### src/rtl/pipeline_ctrl_pkg.sv
// Shared encodings for the pipeline stall/flush sequencer.
package pipeline_ctrl_pkg;

  typedef enum logic [1:0] {
    RUN     = 2'd0,
    MD_WAIT = 2'd1,
    DRAIN   = 2'd2,
    HALTED  = 2'd3
  } state_e;

  // Control bundle, MSB first: pc_en .. halted
  typedef struct packed {
    logic pc_en;
    logic if_id_en;
    logic if_id_flush;
    logic id_ex_en;
    logic id_ex_flush;
    logic ex_mem_en;
    logic ex_mem_flush;
    logic halted;
  } ctrl_t;

  // A flushed buffer keeps its enable high so the cleared value loads.
  localparam ctrl_t CTRL_IDLE   = 8'b1101_0100;
  localparam ctrl_t CTRL_BRANCH = 8'b1111_1100;
  localparam ctrl_t CTRL_MD     = 8'b0000_0110;
  localparam ctrl_t CTRL_BUBBLE = 8'b0001_1100;
  localparam ctrl_t CTRL_HALTED = 8'b0000_0001;

endpackage

### src/rtl/sat_counter.sv
// Saturating up-counter for performance events.
module sat_counter #(
  parameter int W = 16
) (
  input  logic         clk,
  input  logic         rst,
  input  logic         inc,
  output logic [W-1:0] count
);

  // Count events, holding at all-ones instead of wrapping
  always_ff @(posedge clk or posedge rst) begin
    if (rst)                     count <= '0;
    else if (inc && count != '1) count <= count + W'(1);
  end

endmodule

### src/rtl/pipeline_ctrl.sv
// Central stall/flush sequencer: merges load-use, branch redirect,
// multi-cycle mul/div and halt into per-stage enable/flush controls.
module pipeline_ctrl
  import pipeline_ctrl_pkg::*;
#(
  parameter int MD_CYCLES    = 4,
  parameter int DRAIN_CYCLES = 3,
  parameter int CNT_W        = 4,
  parameter int PERF_W       = 16
) (
  input  logic              clk,
  input  logic              rst,
  input  logic              load_use_hz,
  input  logic              branch_taken,
  input  logic              muldiv_ex,
  input  logic              halt_req,
  output logic              pc_en,
  output logic              if_id_en,
  output logic              if_id_flush,
  output logic              id_ex_en,
  output logic              id_ex_flush,
  output logic              ex_mem_en,
  output logic              ex_mem_flush,
  output logic              halted,
  output logic [PERF_W-1:0] stall_cycles
);

  state_e           state, state_nxt;
  logic [CNT_W-1:0] cnt, cnt_nxt;
  ctrl_t            ctrl;

  // State and sequencing counter
  always_ff @(posedge clk or posedge rst) begin
    if (rst) begin
      state <= RUN;
      cnt   <= '0;
    end else begin
      state <= state_nxt;
      cnt   <= cnt_nxt;
    end
  end

  // Next state and outputs; RUN requests resolved in fixed priority
  always_comb begin
    ctrl      = CTRL_IDLE;
    state_nxt = state;
    cnt_nxt   = cnt;
    case (state)
      RUN: begin
        if (branch_taken) begin
          ctrl = CTRL_BRANCH;
        end else if (muldiv_ex) begin
          // The entry cycle is the first of MD_CYCLES, the release the last
          ctrl      = CTRL_MD;
          cnt_nxt   = CNT_W'(MD_CYCLES - 2);
          state_nxt = MD_WAIT;
        end else if (load_use_hz) begin
          ctrl = CTRL_BUBBLE;
        end else if (halt_req) begin
          ctrl      = CTRL_BUBBLE;
          cnt_nxt   = CNT_W'(DRAIN_CYCLES - 1);
          state_nxt = DRAIN;
        end
      end
      MD_WAIT: begin
        if (cnt != '0) begin
          ctrl    = CTRL_MD;
          cnt_nxt = cnt - CNT_W'(1);
        end else begin
          state_nxt = RUN;
        end
      end
      DRAIN: begin
        ctrl = CTRL_BUBBLE;
        if (cnt != '0) cnt_nxt   = cnt - CNT_W'(1);
        else           state_nxt = HALTED;
      end
      HALTED: begin
        ctrl = CTRL_HALTED;
      end
      default: begin
        state_nxt = RUN;
      end
    endcase
  end

  assign pc_en        = ctrl.pc_en;
  assign if_id_en     = ctrl.if_id_en;
  assign if_id_flush  = ctrl.if_id_flush;
  assign id_ex_en     = ctrl.id_ex_en;
  assign id_ex_flush  = ctrl.id_ex_flush;
  assign ex_mem_en    = ctrl.ex_mem_en;
  assign ex_mem_flush = ctrl.ex_mem_flush;
  assign halted       = ctrl.halted;

  // A halted core is idle, not stalled
  sat_counter #(.W(PERF_W)) u_stall_cnt (
    .clk   (clk),
    .rst   (rst),
    .inc   (~ctrl.pc_en && state != HALTED),
    .count (stall_cycles)
  );

endmodule
### config.mk
export PLATFORM = sky130hd
export DESIGN_NAME = pipeline_ctrl
export DESIGN_NICKNAME = d
export VERILOG_FILES = /design/src/rtl/pipeline_ctrl_pkg.sv /design/src/rtl/sat_counter.sv /design/src/rtl/pipeline_ctrl.sv
export SDC_FILE = /design/constraint.sdc
export NUM_CORES = 1
export LEC_CHECK = 0
export ABC_AREA = 0
export CORE_MARGIN = 5
export CORE_UTILIZATION = 56
export DETAILED_ROUTE_END_ITERATION = 8
export DONT_BUFFER_PORTS = 1
export GPL_TIMING_DRIVEN = 0
export PLACE_DENSITY = 0.7
export RECOVER_POWER = 50
export SLEW_MARGIN = 0
export SYNTH_ARGS = -nofsm -noshare
export SYNTH_HDL_FRONTEND = slang
export SYNTH_SLANG_ARGS = --single-unit
export TNS_END_PERCENT = 100
### constraint.sdc
create_clock -name clk -period 1.9 [get_ports clk]
set_input_delay 0.285 -clock clk [delete_from_list [all_inputs] [get_ports clk]]
set_output_delay 0.285 -clock clk [all_outputs]
set_load 0.005 [all_outputs]
After elaboration in Yosys (flattened, before gate mapping)
Cells that the tools add are included.
{"block": "classes", "bitwise": 1, "mux": 19, "n_reduce_logical": 9, "addsub": 2, "eq_ne": 11, "magnitude_cmp": 0, "multipliers": 0, "div": 0, "n_shift": 0}
{"cell": "$mux W8", "count": 5}
{"cell": "$pmux W8 S4", "count": 1}
{"cell": "$mux W4", "count": 5}
{"cell": "$add A16 B1 Y16 const B", "count": 1}
{"cell": "$ne A16 B16 Y1 const B", "count": 1}
{"cell": "$mux W2", "count": 6}
{"cell": "$ne A2 B2 Y1 const B", "count": 4}
{"cell": "$pmux W4 S2", "count": 1}
{"cell": "$ne A3 B3 Y1 const B", "count": 2}
{"cell": "$pmux W2 S3", "count": 1}
{"cell": "$reduce_and A6 Y1", "count": 1}
{"cell": "$reduce_and A5 Y1", "count": 1}
{"cell": "$eq A2 B2 Y1 const B", "count": 2}
{"cell": "$reduce_bool A4 Y1", "count": 1}
{"cell": "$sub A4 B1 Y4 const B", "count": 1}
{"cell": "$reduce_bool A3 Y1", "count": 1}
{"cell": "$eq A2 B1 Y1 const B", "count": 1}
{"cell": "$logic_and A1 B1 Y1", "count": 2}
{"cell": "$logic_not A2 Y1", "count": 1}
{"cell": "$ne A2 B1 Y1 const B", "count": 1}
{"cell": "$reduce_bool A2 Y1", "count": 1}
{"cell": "$reduce_or A2 Y1", "count": 1}
{"cell": "$not A1 Y1", "count": 1}
{"block": "word_totals", "ramBits": 0, "memories": 0, "wordCells": 45, "latchBits": 0, "regBits": 22, "output_inout_bits": 24, "romBits": 0, "input_bits": 6}

Depth between registers and ports, before layout
Gate-level depths: netlist of run 1.
{"block": "logic_depth", "word_depth": 8, "ltp_mapped": 7, "ltp_nobuf": 6}

Modules after synthesis
Synthesis of run 1 repeated with hierarchy kept, for this count alone.
{"block": "hier_totals", "hier_cells": 138, "hier_area_um2": 1371.3}
{"mod": "sat_counter", "seq_area_each_um2": 400.4, "area_each_um2": 805.8, "n_inst": 1, "cells_per_inst": 71}
{"mod": "pipeline_ctrl", "seq_area_each_um2": 150.1, "area_each_um2": 565.5, "n_inst": 1, "cells_per_inst": 67}

Least setup slack after synthesis of run 1
No wires, ideal clock.
{"block": "synth_path", "path_kind": "flip-flop to flip-flop", "start": "reg state[0]", "end": "reg cnt[1]", "synth_period_minus_slack_ns": 1.857, "path_slack_ns": 0.043, "path_stages_with_launch": 7, "setup_ns": 0.125, "path_buffers": 1, "t_required_ns": 1.775, "t_arrival_ns": 1.732, "path_cell_list": "dfrtp_1 > inv_1 > ha_1 > clkbuf_1 > a21oi_1 > a21boi_2 > mux2_2"}
{"block": "synth_between", "elab_chain_cells": 4, "elab_cells_between_ends": 11, "classes_between": "eq/ne (6); mux (1); reduce/logical (4)"}
{"item": "start, declared", "line": "pipeline_ctrl.sv:28", "source": "state_e state, state_nxt;"}
{"item": "start signal, assigned", "line": "pipeline_ctrl.sv:38", "source": "state <= state_nxt;"}
{"item": "$eq A2 B2 Y1 or $eq A2 B1 Y1 (tied branches)", "line": "pipeline_ctrl.sv:48", "source": "case (state)"}
{"item": "$reduce_or A2 Y1 (no source line)"}
{"item": "$ne A2 B1 Y1 (no source line) or $reduce_bool A2 Y1 (tied branches)"}
{"item": "$reduce_and A5 Y1 (no source line)"}
{"item": "end signal, assigned", "line": "pipeline_ctrl.sv:39", "source": "cnt <= cnt_nxt;"}
{"item": "end, declared", "line": "pipeline_ctrl.sv:29", "source": "logic [CNT_W-1:0] cnt, cnt_nxt;"}
Parallel ways exist; a longest one is shown, timed or not.
A chain may end at the register's enable or synchronous reset.

Final worst setup path of run 1
{"block": "layout_path", "start": "reg cnt[1]", "end": "out pc_en"}
{"block": "layout_between", "elab_chain_cells": 3}
{"item": "$reduce_bool A4 Y1", "line": "pipeline_ctrl.sv:66", "source": "if (cnt != '0) begin"}
{"item": "$mux W8", "line": "pipeline_ctrl.sv:66"}
{"item": "$pmux W8 S4", "line": "pipeline_ctrl.sv:48"}
{"item": "end, declared", "line": "pipeline_ctrl.sv:17", "source": "output logic pc_en,"}
Every way passes these cells.

==> results of run 1 <==
## power by group
group | leakage (nW) | total, mW | internal [mW] | switching [mW]
combinational | 0.477 | 0.0196 | 0.00559 | 0.0140
clock | 0.0138 | 0.204 | 0.0740 | 0.130
sequential | 0.283 | 0.468 | 0.468 | 0
total | 0.774 | 0.691 | 0.548 | 0.144
## cell type report
class | instances | area share (%)
plain buffers | 4 | 1.845
clock buffers | 3 | 1.328
inverters | 9 | 1.993
multi-input cells | 105 | 54.69
flip-flops and latches | 22 | 32.62
well taps | 30 | 2.214
repair buffers | 12 | 5.314
## sequential cells by signal (all words and copies together) (netlist names)
name,cells
state,2
cnt,4
u_stall_cnt.count,16
## worst paths after layout
kind                                                        start                                end  slack (ns)  cells after the start
worst max-delay path                           cnt[1]$_DFFE_PP0P_                              pc_en        0.04                      6
worst min-delay path                                          rst  u_stall_cnt.count[15]$_DFFE_PP0P_        0.02                      1
worst max register to register                 cnt[1]$_DFFE_PP0P_               state[1]$_DFFE_PP0P_        0.07                      7
worst min register to register  u_stall_cnt.count[15]$_DFFE_PP0P_  u_stall_cnt.count[15]$_DFFE_PP0P_        0.55                      1
max in group asynchronous                                     rst   u_stall_cnt.count[0]$_DFFE_PP0P_        1.32                      1
min in group clk                                        muldiv_ex               state[0]$_DFFE_PP0P_        0.31                      3
## logic make-up (layout without fill, tap and decap cells)
group / count (synthesis) / count (layout)
compound gates: 20 / 20
xor+xnor: 15 / 15
fa+ha+maj: 9 / 9
buf+inv: 13 / 28
flops: 22 / 22
mux: 5 / 5
simple gates: 56 / 56
## cell usage after synthesis (all sizes together) (2+ instances only)
master,count,area share [%]
inv,9,2.4
nand2,9,2.4
and4,2,1.2
nand3,6,2.1
nor3b,2,1.1
mux2,4,3.4
o211ai,3,1.6
and3,3,1.3
or3,2,1.2
a21oi,5,1.8
dfrtp,22,39
nor3,4,1.4
buf,3,1.8
nor4,9,5.9
o21ai,5,1.8
xor2,15,9.2
nand4,5,2.2
nor2,6,1.8
nor4b,2,1.2
ha,9,7.9
## routing by layer
layer	vias up	wire, µm
li1	540	-
met4	0	76
met2	40	1606
met3	9	237
met1	557	1277
met5	-	0
## through the flow
stage          cell area (µm²)  std cells  util, %  setup TNS (ns)  power, mW
2_1_floorplan             1429        140        -               0     0.4928
3_3_place_gp              1466        170    59.74         -0.1793     0.4958
3_5_place_dp              1466        170    59.74         -0.7997     0.4967
4_1_cts                   1572        178    64.02               0     0.6951
5_1_grt                   1695        185    69.06         -0.1209     0.7284
6_report                  1695        185    69.06               0     0.6911
## timing repair
| action | in CTS | in global routing |
|---|---|---|
| cloned | 0 | 0 |
| setup endpoints to repair | 22 | 18 |
| buffers inserted | 5 | 7 |
| pin swaps | 1 | 4 |
| resized for setup | 12 | 15 |
## placed cells by master (no fill, tap or decap), drive strengths merged
cell,n
nor2b,1
nor3,4
and4,2
or3,2
o21ba,1
mux2i,1
o21bai,1
nand3b,1
nand4,5
nand2,9
o211ai,3
mux2,4
a32oi,1
a22oi,1
o31ai,1
nand2b,1
and2b,1
nor4b,2
a21oi,5
a21boi,1
xor2,15
buf,16
dfrtp,22
ha,9
clkbuf,3
nor3b,2
o21ai,5
nor2,6
a32o,1
and3,3
nand4bb,1
and2,1
inv,9
nor4,9
nand3,6
==> results.toml, run 1 <==
[clock_network]
ctsHtreeMaxLevel = 1
clockBufferDepth = 2
clock_latency_ns = 0.30
path_clk_slew_ns = 0.11
cts_tree = "done"
holdBufCountCts = 0
cts_root_buffer = "clkbuf_4"
cts_buffers = 3
cts.sinks = 22

[flow_run]
cap_violations = 0

[sta]
rsz0062_at_grt = "true"
hold_viol_final = 0
fmax_mhz = 538.8
fin_skew_ns = 0.001186
holdWs_ns = 0.01940
tightestPinTransition_ns = 0.8231
setup-violations-final = 0
maxSlewHeadroom_pct = 45.06
slew_viol_final = 0
min_period_ns = 1.856
fin_ws_ns = 0.04403
period_share_pct = 97.68

[global_route]
grt.busiest_layer = "met2"
grt_first_pass_wirelength_um = 4830
gr-usage-met1_pct = 19.89
gr-usage-met2_pct = 31.33
grtUsageMet3_pct = 4.043
globalRoute.totalOverflow = 0
track_usage_pct = 17.48
grt_max_degree = 23
antenna_found_initial = 0
grt_pass1_vias = 1102

[synthesis]
ys_warn_count = 0
synth_top_family_by_area = "simple AND/OR/NAND/NOR gates"
synthFlopType = "dfrtp_1"
synth_compound_area_share_pct = 10.77
syn_nets = 155
postSynthAreaPerCell_um2 = 10.21
synth_fa_ha_area_share_pct = 7.881
synthDistinctLibCells = 41
syn_area_um2 = 1429
yosys_register_bits = 22
synthCells = 140
synth_seq_area_share_pct = 38.53
synthMuxAreaShare_pct = 4.116
synth-simple-area-share_pct = 25.04
async_reset_ff_share_pct = 100.0
synth-edff-count = 0
synth_xor_xnor_area_share_pct = 9.194

[floorplan]
row_count = 18
dieArea_um2 = 3661
initial_utilization_pct = 58.21
die_w_um = 60.51
dieHeight_um = 60.51
ios = 30
placeableCoreArea_um2 = 2455

[power]
p_per_area_nw_per_um2 = 407.6
p_leak_nw = 0.7739
max-vdd-ir-drop_uv = 406.0

[detailed_routing]
drtIter0Drc = 68
vias_per_cell = 6.195
drc_errors = 0
dr.pass1.iters = 4
vias = 1146
ant_nets = 0
wl_per_cell_um = 17.28
wl_um = 3197

[cells_and_area]
seq_area_um2 = 553.0
syn2layout_area_growth_pct = 18.65
fill_cells = 189
multiInputGateArea_um2 = 927.1
antenna_cells = 0
drive_gt1_share_pct = 34.19
final_nets = 172

[critical_path]
crit_fanout = 2
critPathTopFamily = "flip-flops"
crit_path_cell_trace = "inv_1 > ha_4 > nor3b_4 > a21oi_2 > a21oi_2 > buf_4"
cp-start-kind = "register"
cp_slowest_cell = "dfrtp_1"
cp-end-kind = "output port"
crit_arrival_ns = 1.57
worstPathRequired_ns = 1.62
path_class = "register to output port"
crit_buf_inv = 2
cpMostUsedCell = "a21oi_2"
max_stage_delay_ns = 0.40

[placement]
gp_congestion = 0.8327
post-place-ws_ns = -0.1859
port_buffers = 0
dpl.hpwl_um = 2077

[run_status]
status = "complete, no violations"

[hold_path]
hp-class = "input port to asynchronous set/reset pin"
Power figures use the tool's default switching activity.
==> run 2, diff against run 1 <==
--- a/config.mk
+++ b/config.mk
@@ -7,11 +7,11 @@
 export LEC_CHECK = 0
 export ABC_AREA = 0
 export CORE_MARGIN = 5
-export CORE_UTILIZATION = 56
+export CORE_UTILIZATION = 60
 export DETAILED_ROUTE_END_ITERATION = 8
 export DONT_BUFFER_PORTS = 1
 export GPL_TIMING_DRIVEN = 0
-export PLACE_DENSITY = 0.7
+export PLACE_DENSITY = 0.72
 export RECOVER_POWER = 50
 export SLEW_MARGIN = 0
 export SYNTH_ARGS = -nofsm -noshare
==> constraint.sdc (replaced) <==
create_clock -name clk -period 2.4 [get_ports clk]
set_input_delay 0.36 -clock clk [delete_from_list [all_inputs] [get_ports clk]]
set_output_delay 0.36 -clock clk [all_outputs]
set_load 0.005 [all_outputs]
==> results.toml, run 2 (synthesized netlist as in run 1, its figures left out) <==
[run_status]
status = "complete, no violations"

[flow_run]
cap_violations = 0

[cells_and_area]
stdcell_count = 172
final_cell_mix = "22 x dfrtp_1, 15 x xor2_1, 9 x inv_1, 9 x nand2_1, 9 x ha_1"
largest-register = "u_stall_cnt.count"
final_nets = 160
reg_top3 = "u_stall_cnt.count: 16 flops, cnt: 4 flops, state: 2 flops"
final_common_cell = "dfrtp_1"
post-route-util_pct = 67.40
fin_area_um2 = 1505
antenna_cells = 0
syn2layout_area_growth_pct = 5.341
largest_reg_flops = 16
drive_gt1_share_pct = 14.58

[placement]
post_dp_cell_area_um2 = 1464
gp_congestion = 0.8389
dpl.hpwl_um = 2083
port_buffers = 0
post-place-ws_ns = 0.3072
dp_cells = 168

[critical_path]
worstPathRequired_ns = 2.04
reg2reg_depth = 6
cp-end-kind = "output port"
r2r_end = "cnt[1]$_DFFE_PP0P_"
rrSetupSlack_ns = 0.30
crit_fanout = 4
cp-start-kind = "register"
crit_arrival_ns = 1.80
reg2reg_from = "state[0]$_DFFE_PP0P_"
path_class = "register to output port"

[power]
p_per_area_nw_per_um2 = 390.3
p_leak_nw = 0.7332
max-vdd-ir-drop_uv = 342.9

[global_route]
grt_max_degree = 23
globalRoute.totalOverflow = 0
grt_pass1_vias = 1083
track_usage_pct = 17.43
grt_first_pass_wirelength_um = 4747
antenna_found_initial = 0

[sta]
fin_skew_ns = 0.003685
fmax_mhz = 462.8
rsz0062_at_grt = "false"
slew_viol_final = 0
maxSlewHeadroom_pct = 47.54
period_share_pct = 90.03
min_period_ns = 2.161
tns_ns = 0
tightestPinTransition_ns = 0.7861
hold_viol_final = 0
fin_ws_ns = 0.2392
setup-violations-final = 0

[detailed_routing]
dr.pass1.iters = 5
wl_um = 2830
drtIter0Drc = 39
vias_per_cell = 6.279
drc_errors = 0
vias = 1080
wl_per_cell_um = 16.45
ant_nets = 0

[clock_network]
cts.sinks = 22
holdBufCountCts = 0
clockBufferDepth = 2
ctsHtreeMaxLevel = 1
cts_tree = "done"
cts_root_buffer = "clkbuf_4"
cts_buffers = 3
path_clk_slew_ns = 0.12
clock_latency_ns = 0.31

[floorplan]
dieHeight_um = 58.80
dieArea_um2 = 3457
die_w_um = 58.80
placeableCoreArea_um2 = 2233
initial_utilization_pct = 63.98
row_count = 17
ios = 30

[hold_path]
hp-class = "input port to asynchronous set/reset pin"
==> run 2: cell count changes in the layout (fill, tap and decap cells not counted), moves of 2 or more <==
cell     previous run  this run
nor4_2              6         2
buf_4              14         2
nor4_1              2         6
ha_4                2         0
a21oi_1             2         5
dfrtp_2             2         0
inv_2               4         0
ha_1                5         9
a21oi_2             3         0
ha_2                2         0
dfrtp_1            20        22
inv_1               5         9
==> run 2: area by class of cell <==
cell class                 count  area [µm²]
multi-input combinational    105       819.5
fill                         178       728.2
sequential                    22       550.5
clock buffer                   4       36.28
tap                           28       35.03
inverter                       9       33.78
buffer                         4       30.03
==> run 2: power breakdown <==
group	switching, mW	internal (mW)
registers	0	0.371
logic	0.0103	0.00442
clock network	0.109	0.0928
total	0.120	0.468
==> run 2: through the flow <==
stage               hold slack [ns]  total power [mW]
floorplan                    0.3492            0.3901
global placement             0.4327            0.3925
detailed placement           0.4487            0.3931
CTS                          0.1039            0.5921
global route                 0.1368            0.6139
finish                      0.06682            0.5875
==> run 2: worst max-delay path: stages, from the launching register on <==
cell and delay [ns]:
dfrtp_1 0.41, inv_1 0.12, ha_1 0.18, nor3b_2 0.28, a21oi_1 0.12, a21oi_1 0.22
buf_4 0.16
==> run 2: worst max-delay path by stage <==
stage / from / slack [ns] / to
after CTS: cnt[0]$_DFFE_PP0P_ / 0.08 / pc_en
final: cnt[0]$_DFFE_PP0P_ / 0.24 / pc_en
after global placement: state[0]$_DFFE_PP0P_ / 0.39 / cnt[1]$_DFFE_PP0P_
after floorplan: state[0]$_DFFE_PP0P_ / 0.54 / cnt[1]$_DFFE_PP0P_
after detailed placement: state[0]$_DFFE_PP0P_ / 0.31 / cnt[1]$_DFFE_PP0P_
after global routing: cnt[0]$_DFFE_PP0P_ / 0.04 / pc_en
==> run 2: what timing repair did <==
| action | in CTS | in global routing |
|---|---|---|
| gates resized for setup | 0 | 1 |
| buffers inserted | 0 | 0 |
| setup endpoints to repair | 0 | 2 |
==> run 2: metal layers <==
metal / global-route usage (%) / part of all wire, %
met5: 0 / 0
met2: 32.02 / 51
met1: 20.17 / 41
met4: 6.149 / 1.7
met3: 2.851 / 7.2
